$ cat config.mk
export PLATFORM = sky130hd
export DESIGN_NAME = vga_layer_compositor
export DESIGN_NICKNAME = d
export VERILOG_FILES = /design/src/rtl/vga_layer_compositor.sv
export SDC_FILE = /design/constraint.sdc
export NUM_CORES = 1
export LEC_CHECK = 0
export BUFFER_PORTS_ARGS = -buffer_cell sky130_fd_sc_hd__buf_4
export CORE_AREA = 2 2 276 278
export DETAILED_ROUTE_END_ITERATION = 10
export DIE_AREA = 0 0 278 280
export GPL_ROUTABILITY_DRIVEN = 0
export PLACE_DENSITY_LB_ADDON = 0.2
export SKIP_LAST_GASP = 1
export SLEW_MARGIN = 40
export SYNTH_ARGS = -nofsm -noshare
export SYNTH_HDL_FRONTEND = slang
export SYNTH_SLANG_ARGS = --single-unit
$ cat constraint.sdc
create_clock -name clk -period 6.5 [get_ports clk]
set_input_delay 1.3 -clock clk [delete_from_list [all_inputs] [get_ports clk]]
set_output_delay 1.3 -clock clk [all_outputs]
set_load 0.05 [all_outputs]
$ cat src/rtl/vga_layer_compositor.sv
// ---------------------------------------------------------------------------
// vga_layer_compositor
//
// Pipelined per-pixel compositor between the VGA timing generator and the
// DAC output register.
//
// Build option: define VGA_COMP_BLINK_EN to enable the sprite-0
// invulnerability blink. When it is undefined, hit_pulse is ignored and
// sprite 0 is always eligible.
//
// Image composition
//   - NUM_SPR solid-colour sprite layers are drawn over a ROM background.
//   - Index 0 has the highest priority.
//   - Sprite attributes are latched on frame_start, so a frame never tears.
//
// Mode-change fade
//   - A change of game mode runs a frame-counted fade-out, then a fade-in.
//   - The new mode is latched at the darkest point of the fade.
//
// Ports
//   clk, rst_n          pixel clock, asynchronous active-low reset
//   pix_x/pix_y         current pixel coordinates
//   pix_valid           pixel lies in the active region
//   frame_start         1-clk pulse ahead of each frame
//   gamemode            requested mode (00 start, 01 play, 10 pause, 11 over)
//   spr_en/x/y/w/h/rgb  flattened per-sprite attributes (sprite i at slice i)
//   hit_pulse           player hit event (blink build only)
//   bg_rgb              background ROM data, ROM_LAT clocks after its pixel
//   rgb/rgb_valid       composited colour, ROM_LAT+2 clocks after the pixel
//   shown_mode          mode currently rendered
//   fade_busy           fade transition in progress
// ---------------------------------------------------------------------------
module vga_layer_compositor #(
    parameter int NUM_SPR   = 10,
    parameter int ROM_LAT   = 1,
    parameter int FADE_STEP = 1,
    parameter int BLINK_FR  = 8
) (
    input  logic                  clk,
    input  logic                  rst_n,
    input  logic [9:0]            pix_x,
    input  logic [8:0]            pix_y,
    input  logic                  pix_valid,
    input  logic                  frame_start,
    input  logic [1:0]            gamemode,
    input  logic [NUM_SPR-1:0]    spr_en,
    input  logic [NUM_SPR*10-1:0] spr_x,
    input  logic [NUM_SPR*9-1:0]  spr_y,
    input  logic [NUM_SPR*10-1:0] spr_w,
    input  logic [NUM_SPR*9-1:0]  spr_h,
    input  logic [NUM_SPR*12-1:0] spr_rgb,
    input  logic                  hit_pulse,
    input  logic [11:0]           bg_rgb,
    output logic [11:0]           rgb,
    output logic                  rgb_valid,
    output logic [1:0]            shown_mode,
    output logic                  fade_busy
);

    typedef enum logic [1:0] {
        ST_IDLE     = 2'd0,
        ST_FADE_OUT = 2'd1,
        ST_FADE_IN  = 2'd2
    } state_t;

    localparam logic [4:0] STEP5 = 5'(FADE_STEP);

    // Subtract the fade level from each 4-bit channel, saturating at zero.
    function automatic logic [11:0] fade_rgb(input logic [11:0] c, input logic [3:0] lvl);
        logic [11:0] r;
        r = 12'h000;
        for (int k = 0; k < 3; k++) begin
            r[k*4 +: 4] = (c[k*4 +: 4] > lvl) ? (c[k*4 +: 4] - lvl) : 4'h0;
        end
        return r;
    endfunction

    // Shadow copies of the sprite attributes.
    logic [NUM_SPR-1:0]    sh_en_r;
    logic [NUM_SPR*10-1:0] sh_x_r;
    logic [NUM_SPR*9-1:0]  sh_y_r;
    logic [NUM_SPR*10-1:0] sh_w_r;
    logic [NUM_SPR*9-1:0]  sh_h_r;
    logic [NUM_SPR*12-1:0] sh_rgb_r;

    // Fade state.
    state_t      state_r;
    logic [3:0]  level_r;
    logic [1:0]  shown_mode_r;
    logic        fade_busy_r;
    logic [3:0]  level_up_s;
    logic [3:0]  level_dn_s;
    logic [4:0]  level_sum_s;

    // Hit test and pipeline.
    logic [NUM_SPR-1:0]         elig_s;
    logic [NUM_SPR-1:0]         spr_hit_s;
    logic                       hit_s;
    logic [11:0]                hit_col_s;
    logic                       sprites_on_s;
    logic                       spr0_ok_s;
    logic [ROM_LAT-1:0]         hit_pipe_r;
    logic [ROM_LAT-1:0]         vld_pipe_r;
    logic [ROM_LAT-1:0][11:0]   col_pipe_r;
    logic                       mux_vld_r;
    logic [11:0]                mux_rgb_r;
    logic                       rgb_valid_r;
    logic [11:0]                rgb_r;

`ifdef VGA_COMP_BLINK_EN
    localparam int BLINK_W = $clog2(BLINK_FR + 1);
    logic [BLINK_W-1:0] blink_cnt_r;

    // Blink counter: a hit (re)loads it and wins over the frame decrement.
    always_ff @(posedge clk or negedge rst_n) begin
        if (!rst_n) begin
            blink_cnt_r <= {BLINK_W{1'b0}};
        end else if (hit_pulse) begin
            blink_cnt_r <= BLINK_W'(BLINK_FR);
        end else if (frame_start && (blink_cnt_r != {BLINK_W{1'b0}})) begin
            blink_cnt_r <= blink_cnt_r - BLINK_W'(1);
        end
    end

    assign spr0_ok_s = ~blink_cnt_r[0];
`else
    logic unused_s;
    assign unused_s  = hit_pulse;
    assign spr0_ok_s = 1'b1;
`endif

    // Sprites are hidden entirely while the start screen is shown.
    assign sprites_on_s = (shown_mode_r != 2'b00);

    // Per-sprite hit test. Ends are widened by one bit so a sprite clips at the edge.
    for (genvar g = 0; g < NUM_SPR; g++) begin : g_hit
        logic [10:0] x_end_s;
        logic [9:0]  y_end_s;
        logic        in_x_s;
        logic        in_y_s;
        assign x_end_s = {1'b0, sh_x_r[g*10 +: 10]} + {1'b0, sh_w_r[g*10 +: 10]};
        assign y_end_s = {1'b0, sh_y_r[g*9 +: 9]} + {1'b0, sh_h_r[g*9 +: 9]};
        assign in_x_s  = (pix_x >= sh_x_r[g*10 +: 10]) && ({1'b0, pix_x} < x_end_s);
        assign in_y_s  = (pix_y >= sh_y_r[g*9 +: 9]) && ({1'b0, pix_y} < y_end_s);
        assign elig_s[g]    = (g == 0) ? spr0_ok_s : 1'b1;
        assign spr_hit_s[g] = sh_en_r[g] & in_x_s & in_y_s & elig_s[g] & sprites_on_s;
    end

    // Priority select: walk from the highest index down so the lowest index wins.
    always_comb begin
        hit_s     = 1'b0;
        hit_col_s = 12'h000;
        for (int i = NUM_SPR - 1; i >= 0; i--) begin
            if (spr_hit_s[i]) begin
                hit_s     = 1'b1;
                hit_col_s = sh_rgb_r[i*12 +: 12];
            end else begin
                hit_s     = hit_s;
                hit_col_s = hit_col_s;
            end
        end
    end

    // Saturating next fade levels in both directions.
    always_comb begin
        level_sum_s = {1'b0, level_r} + STEP5;
        if (level_sum_s > 5'd15) begin
            level_up_s = 4'hF;
        end else begin
            level_up_s = level_sum_s[3:0];
        end
        if ({1'b0, level_r} > STEP5) begin
            level_dn_s = level_r - STEP5[3:0];
        end else begin
            level_dn_s = 4'h0;
        end
    end

    // Latch sprite attributes once per frame.
    always_ff @(posedge clk or negedge rst_n) begin
        if (!rst_n) begin
            sh_en_r  <= {NUM_SPR{1'b0}};
            sh_x_r   <= {NUM_SPR*10{1'b0}};
            sh_y_r   <= {NUM_SPR*9{1'b0}};
            sh_w_r   <= {NUM_SPR*10{1'b0}};
            sh_h_r   <= {NUM_SPR*9{1'b0}};
            sh_rgb_r <= {NUM_SPR*12{1'b0}};
        end else if (frame_start) begin
            sh_en_r  <= spr_en;
            sh_x_r   <= spr_x;
            sh_y_r   <= spr_y;
            sh_w_r   <= spr_w;
            sh_h_r   <= spr_h;
            sh_rgb_r <= spr_rgb;
        end
    end

    // Fade FSM: the mode is swapped only at the darkest level.
    always_ff @(posedge clk or negedge rst_n) begin
        if (!rst_n) begin
            state_r      <= ST_IDLE;
            level_r      <= 4'h0;
            shown_mode_r <= 2'b00;
            fade_busy_r  <= 1'b0;
        end else if (frame_start) begin
            case (state_r)
                ST_IDLE: begin
                    if (gamemode != shown_mode_r) begin
                        state_r     <= ST_FADE_OUT;
                        fade_busy_r <= 1'b1;
                    end
                end
                ST_FADE_OUT: begin
                    if (level_r == 4'hF) begin
                        shown_mode_r <= gamemode;
                        state_r      <= ST_FADE_IN;
                    end else begin
                        level_r <= level_up_s;
                    end
                end
                ST_FADE_IN: begin
                    if (level_r == 4'h0) begin
                        state_r     <= ST_IDLE;
                        fade_busy_r <= 1'b0;
                    end else begin
                        level_r <= level_dn_s;
                    end
                end
                default: begin
                    state_r     <= ST_IDLE;
                    level_r     <= 4'h0;
                    fade_busy_r <= 1'b0;
                end
            endcase
        end
    end

    // Delay the hit result, colour and valid to line up with the ROM data.
    always_ff @(posedge clk or negedge rst_n) begin
        if (!rst_n) begin
            hit_pipe_r <= {ROM_LAT{1'b0}};
            vld_pipe_r <= {ROM_LAT{1'b0}};
            col_pipe_r <= {ROM_LAT*12{1'b0}};
        end else begin
            hit_pipe_r[0] <= hit_s;
            vld_pipe_r[0] <= pix_valid;
            col_pipe_r[0] <= hit_col_s;
            for (int i = 1; i < ROM_LAT; i++) begin
                hit_pipe_r[i] <= hit_pipe_r[i-1];
                vld_pipe_r[i] <= vld_pipe_r[i-1];
                col_pipe_r[i] <= col_pipe_r[i-1];
            end
        end
    end

    // Layer mux stage, followed by the fade into the output register.
    always_ff @(posedge clk or negedge rst_n) begin
        if (!rst_n) begin
            mux_vld_r   <= 1'b0;
            mux_rgb_r   <= 12'h000;
            rgb_valid_r <= 1'b0;
            rgb_r       <= 12'h000;
        end else begin
            mux_vld_r   <= vld_pipe_r[ROM_LAT-1];
            mux_rgb_r   <= !vld_pipe_r[ROM_LAT-1] ? 12'h000 :
                           (hit_pipe_r[ROM_LAT-1] ? col_pipe_r[ROM_LAT-1] : bg_rgb);
            rgb_valid_r <= mux_vld_r;
            rgb_r       <= mux_vld_r ? fade_rgb(mux_rgb_r, level_r) : 12'h000;
        end
    end

    assign rgb        = rgb_r;
    assign rgb_valid  = rgb_valid_r;
    assign shown_mode = shown_mode_r;
    assign fade_busy  = fade_busy_r;

endmodule

Yosys cells after proc, flatten, opt, wreduce, memory -nomap -nowiden --
Cells that the tools add are included.
Operators by class: add/subtract/negate cells 25, $mul 0, divide/modulo/power cells 0, $lt $le $gt $ge 45, eq/ne operators 9, shift operators 0, muxes and demuxes 38, bitwise operators 32, reduce and logical (&&, ||, !) cells 27
Operators with widths (number):
- 2-to-1 mux 12 bit | 13
- adder 10 x 10 -> 11 bit | 10
- < comparator 10 x 11 -> 1 bit | 10
- adder 9 x 9 -> 10 bit | 10
- >= comparator 10 bit | 10
- < comparator 9 x 10 -> 1 bit | 10
- >= comparator 9 bit | 10
- AND 1 bit | 30
- 2-to-1 mux 4 bit | 7
- logical AND 1 bit | 20
- greater-than comparator 4 bit | 3
- 2-to-1 mux 1 bit | 12
- case mux 4 bit (3 select lines) | 1
- AND reduction 4 bit | 3
- subtractor 4 bit | 3
- inequality test 2 bit (second input constant) | 5
- 2-to-1 mux 2 bit | 3
- case mux 2 bit (3 select lines) | 1
- adder 4 x 1 -> 5 bit (second input constant) | 1
- greater-than comparator 5 x 4 -> 1 bit (second input constant) | 1
- == test 4 bit (second input constant) | 1
- greater-than comparator 4 x 1 -> 1 bit (second input constant) | 1
- zero test 4 bit | 1
- subtractor 4 x 1 -> 4 bit (second input constant) | 1
- 8 further kinds | 9
Storage, ports and cells: register bits after elaboration 559, bits in latches 0, memory bits (writable) 0, memory bits (read-only) 0, logic and storage cells 193, memories kept 0

Longest topological paths before layout --
depth in word-level cells 16, gate-level depth with buffers 22, mapped depth without buffers 21

Least setup slack after synthesis --
No wires, ideal clock.
path kind flip-flop to flip-flop, start register sh_x_r[51], end register col_pipe_r[10] in the netlist's numbering, library setup time 133 ps, data arrival time 4079 ps, data required time 6367 ps, path slack 2288 ps, stages on the path, launching flop included 22, buffers on the path 1, clock period less this slack 4212 ps, cells stage by stage dfrtp_1 ha_1 a21o_1 a21oi_1 o21bai_1 a21oi_1 o21bai_1 a21oi_1 o21bai_1 a21oi_1 xor2_1 ha_1 a2111oi_2 o21ai_1 a21oi_1 a311oi_1 or4_1 buf_2 o211a_4 a221o_1 a221oi_2 a211oi_1
Between the ends: word-level cells in the longest chain between the ends 12, elaborated cells on any way between the ends 13, classes of those cells add/sub (1); order compare (2); mux (6); bitwise (3); reduce/logical (1)
RTL lines:
- start: declaration | line 80 | logic [NUM_SPR*10-1:0] sh_x_r;
- start signal: assignment | line 183 | sh_x_r <= {NUM_SPR*10{1'b0}};
- start signal: assignment | line 190 | sh_x_r <= spr_x;
- adder 10 x 10 -> 11 bit | line 141 | assign x_end_s = {1'b0, sh_x_r[g*10 +: 10]} + {1'b0, sh_w_r[g*10 +: 10]};
- < comparator 10 x 11 -> 1 bit | line 143 | assign in_x_s = (pix_x >= sh_x_r[g*10 +: 10]) && ({1'b0, pix_x} < x_end_s);
- logical AND 1 bit (*) | line 143
- AND 1 bit (*) (3 in series) | line 146 | assign spr_hit_s[g] = sh_en_r[g] & in_x_s & in_y_s & elig_s[g] & sprites_on_s;
- 2-to-1 mux 12 bit (*) (6 in series) | line 154 | if (spr_hit_s[i]) begin
- named net hit_col_s[10] | line 99 | logic [11:0] hit_col_s;
- end signal: assignment | line 243 | col_pipe_r <= {ROM_LAT*12{1'b0}};
- end signal: indexed assignment | line 251 | col_pipe_r[i] <= col_pipe_r[i-1];
- end: declaration | line 104 | logic [ROM_LAT-1:0][11:0] col_pipe_r;
The timed path passes the listed nets; every way through them passes the cells marked *. A chain may end at the register's enable or synchronous reset.

Worst setup path in the final report --
start register sh_y_r[18], end register col_pipe_r[6] in the netlist's numbering
Between the ends: word-level cells in the longest chain between the ends 8, elaborated cells on any way between the ends 9, classes of those cells add/sub (1); order compare (2); mux (3); bitwise (2); reduce/logical (1)
RTL lines:
- start: declaration | line 81 | logic [NUM_SPR*9-1:0] sh_y_r;
- start signal: assignment | line 184 | sh_y_r <= {NUM_SPR*9{1'b0}};
- start signal: assignment | line 191 | sh_y_r <= spr_y;
- adder 9 x 9 -> 10 bit | line 142 | assign y_end_s = {1'b0, sh_y_r[g*9 +: 9]} + {1'b0, sh_h_r[g*9 +: 9]};
- < comparator 9 x 10 -> 1 bit | line 144 | assign in_y_s = (pix_y >= sh_y_r[g*9 +: 9]) && ({1'b0, pix_y} < y_end_s);
- logical AND 1 bit (*) | line 144
- AND 1 bit (*) (2 in series) | line 146
- 2-to-1 mux 12 bit (*) (3 in series) | line 154
- named net hit_col_s[6] | line 99
Marks and branches as above.

==> impl_metrics.tcl <==
set metrics [dict create \
    status "complete, no violations" \
    fin_crit_ns 5.06 \
    synth_async_sr_flop_share 1.00 \
    arrival_ns 5.62 \
    path_class "flop to flop" \
    synth.distinct_cells 78 \
    drc 0 \
    htreeDepth 3 \
    relSlewSlack 0.417 \
    path_clk_slew_ns 0.06 \
    avgSynthCellArea_um2 10.3 \
    netlist_area_mm2 0.0372 \
    die_w_um 278 \
    slew_violations 0 \
    worstSkewPairLatency_ns 0.64 \
    cts_made_buffers 69 \
    start_kind "flop" \
    num_io_pins 564 \
    slowest_delay_ns 0.48 \
    min_path_type "flop to flop" \
    switching_share 0.328 \
    post_cts_buffers 0 \
    first_iter_violations 1782 \
    whs_ns 0.462 \
    place_hpwl_mm 83.2 \
    cts.sinks 559 \
    final_common_cell "buf_4" \
    fin_crit_sh 0.778 \
    synthFlopType "dfrtp_1" \
    grt_overflow_total 0 \
    cts_tree "yes" \
    tns_ns 0 \
    seq_area_frac_synth 0.376 \
    dieArea_mm2 0.0778 \
    pwr-share-seq 0.345 \
    setup_violations 0 \
    worst_pin_slew_ns 0.865 \
    wl_mm 109 \
    drive_above_1_share 0.248 \
    die_h_um 280 \
    slowest_stage "and2_1" \
    p_leak_nw 21.7 \
    layout_common_cells "578 x buf_4, 568 x ha_1, 559 x dfrtp_1" \
    ctsResizeCount 0 \
    clkPwrFrac 0.345 \
    vias 29400 \
    grt_use_total 0.280 \
    maxClockFrequency_mhz 198 \
    first_pass_iters 5 \
    grt_first_pass_wirelength_mm 168 \
    power.density_mw_per_mm2 262 \
    grt_max_degree 134 \
    vias_per_cell 5.63 \
    power_frac_comb 0.310 \
    synth_edf_count 0 \
    final_cells 5225 \
    ant_nets 0 \
    intPower_w 0.00793 \
    syn-instance-count 3616 \
    ys_seq_elements 559 \
    placed_cells 5086 \
    rsz0062_at_grt "false" \
    yosysWarnings 0 \
    cp_max_fo 13 \
    cap_violations 0 \
    cp_cell_sequence "ha_1, fa_1, a21o_1, a21oi_1, o21bai_1, a21oi_1, o21bai_1, a21oi_1, xor2_1, ha_1, o21a_1, o21ai_0, o21bai_1, o41ai_2, a21oi_1, buf_4, and2_1, a221oi_1, o31ai_1, a32o_1" \
    finClkSkew_ns 0.0480 \
    core.rowCount 101 \
    syn_nets 4755 \
    power.total_w 0.0118 \
    initial_core_util 0.495 \
    core_mm2 0.0752 \
    syn_to_final_growth_pct 21.2 \
    cts_hold_buf 0 \
    first_global_vias 29500 \
    cts_root_buffer "clkbuf_16" \
    drt-wirelength-per-cell_um 21.0 \
    nets 5319 \
    p_switching_w 0.00388 \
    end_kind "flop" \
    numPortBuffers 562 \
    cp.required_ns 7.07 \
    clockBufferDepth 3 \
    antenna_found_initial 17 \
    hold_viol_final 0 \
    peakVddDrop_uv 167 \
    cpMostUsedCell "a21oi_1" \
]
==> critical path: cells and delay by family, from the launching register on <==
kind,cells,cell delay [ns]
XOR/XNOR,1,0.18
buffers and inverters,1,0.23
flip-flops,1,0.40
AND/OR/NAND/NOR,1,0.48
AO/OA/AOI/OAI,14,2.77
adder cells (fa/ha/maj),3,0.91
==> area by class of cell <==
type,count,area (um^2)
fillers,6481,30100
multi-input cells,2669,21800
flip-flops and latches,559,14000
repair buffers,589,4530
clock buffers,95,1950
well taps,978,1220
inverters,292,1100
clock inverters,26,457
diodes,17,42.5
==> layer usage <==
layer | global-route usage | wire length, um | up-vias
li1 | - | - | 14200
met1 | 0.386 | 50000 | 14200
met2 | 0.456 | 50400 | 780
met3 | 0.0406 | 5880 | 188
met4 | 0.0918 | 3250 | 4
met5 | 0 | 28 | -
==> cells by family after synthesis <==
kind of cell	after synthesis	synth area share
mux	340	0.103
fa+ha+maj	591	0.204
compound gates	964	0.164
simple gates	629	0.0797
flops	559	0.376
xor+xnor	145	0.0342
buf+inv	388	0.0396
==> sequential cells by signal, summed over array words and instances, names as in the netlist <==
register and cells:
col_pipe_r 12, fade_busy 1, hit_pipe_r 1, level_r 4, mux_rgb_r 12, mux_vld_r 1
rgb 12, rgb_valid 1, sh_en_r 10, sh_h_r 90, sh_rgb_r 120, sh_w_r 100
sh_x_r 100, sh_y_r 90, shown_mode 2, state_r 2, vld_pipe_r 1
==> cell usage after synthesis, drive strengths merged (6+ instances only) <==
cell type  count  area, um^2
ha           568        7110
dfrtp        559       14000
mux2         328        3690
o21ai        324        1620
inv          292        1100
nand2        276        1040
a21oi        221        1110
nor2          84         320
clkbuf        80         300
xnor2         80         701
a21o          76         571
nand3         68         340
xor2          65         569
o21bai        61         458
nand2b        57         357
o21a          37         278
nor3          36         190
nor2b         35         219
o211ai        32         240
a211oi        25         193
a31oi         23         150
fa            23         460
o2111ai       20         175
a2111oi       19         191
a221oi        19         179
buf           16        77.6
o31ai         14         110
and3          12        75.1
mux2i         12         120
or3           11        68.8
a211o         10        87.6
nand4         10        62.6
o22ai         10        62.6
a22oi          9        67.6
a311oi         7        61.3
nor4           7        43.8
o211a          6        67.6
o31a           6        52.6
o41ai          6        52.6
or4            6        45.0
==> per-stage QoR <==
step           area (um^2)   util  setup WS (ns)
5_1_grt              45000  0.599           1.00
3_5_place_dp         42600  0.566           1.27
4_1_cts              45000  0.598           1.25
2_1_floorplan        37200      -           2.29
3_3_place_gp         42600  0.566          0.903
6_report             45000  0.599           1.44
==> power groups by stage <==
| stage | clock (W) | combinational, W | sequential [W] |
|---|---|---|---|
| after floorplan | 0 | 0.00246 | 0.00410 |
| after global placement | 0 | 0.00355 | 0.00412 |
| after detailed placement | 0 | 0.00364 | 0.00412 |
| after CTS | 0.00415 | 0.00367 | 0.00407 |
| after global routing | 0.00430 | 0.00418 | 0.00411 |
| final | 0.00408 | 0.00367 | 0.00407 |
==> worst paths after layout <==
check | from | endpoint | slack, ns | depth (start not counted)
worst max-delay path | sh_y_r[18] | col_pipe_r[6] | 1.44 | 20
worst min-delay path | sh_rgb_r[2] | col_pipe_r[2] | 0.46 | 2
worst max register to register | sh_y_r[18] | col_pipe_r[6] | 1.44 | 20
worst min register to register | sh_rgb_r[2] | col_pipe_r[2] | 0.46 | 2
max in group asynchronous | rst_n | sh_y_r[66] | 4.64 | 2
min in group asynchronous | rst_n | sh_h_r[19] | 0.64 | 1
Note: power is estimated with default switching activity, not from simulation.
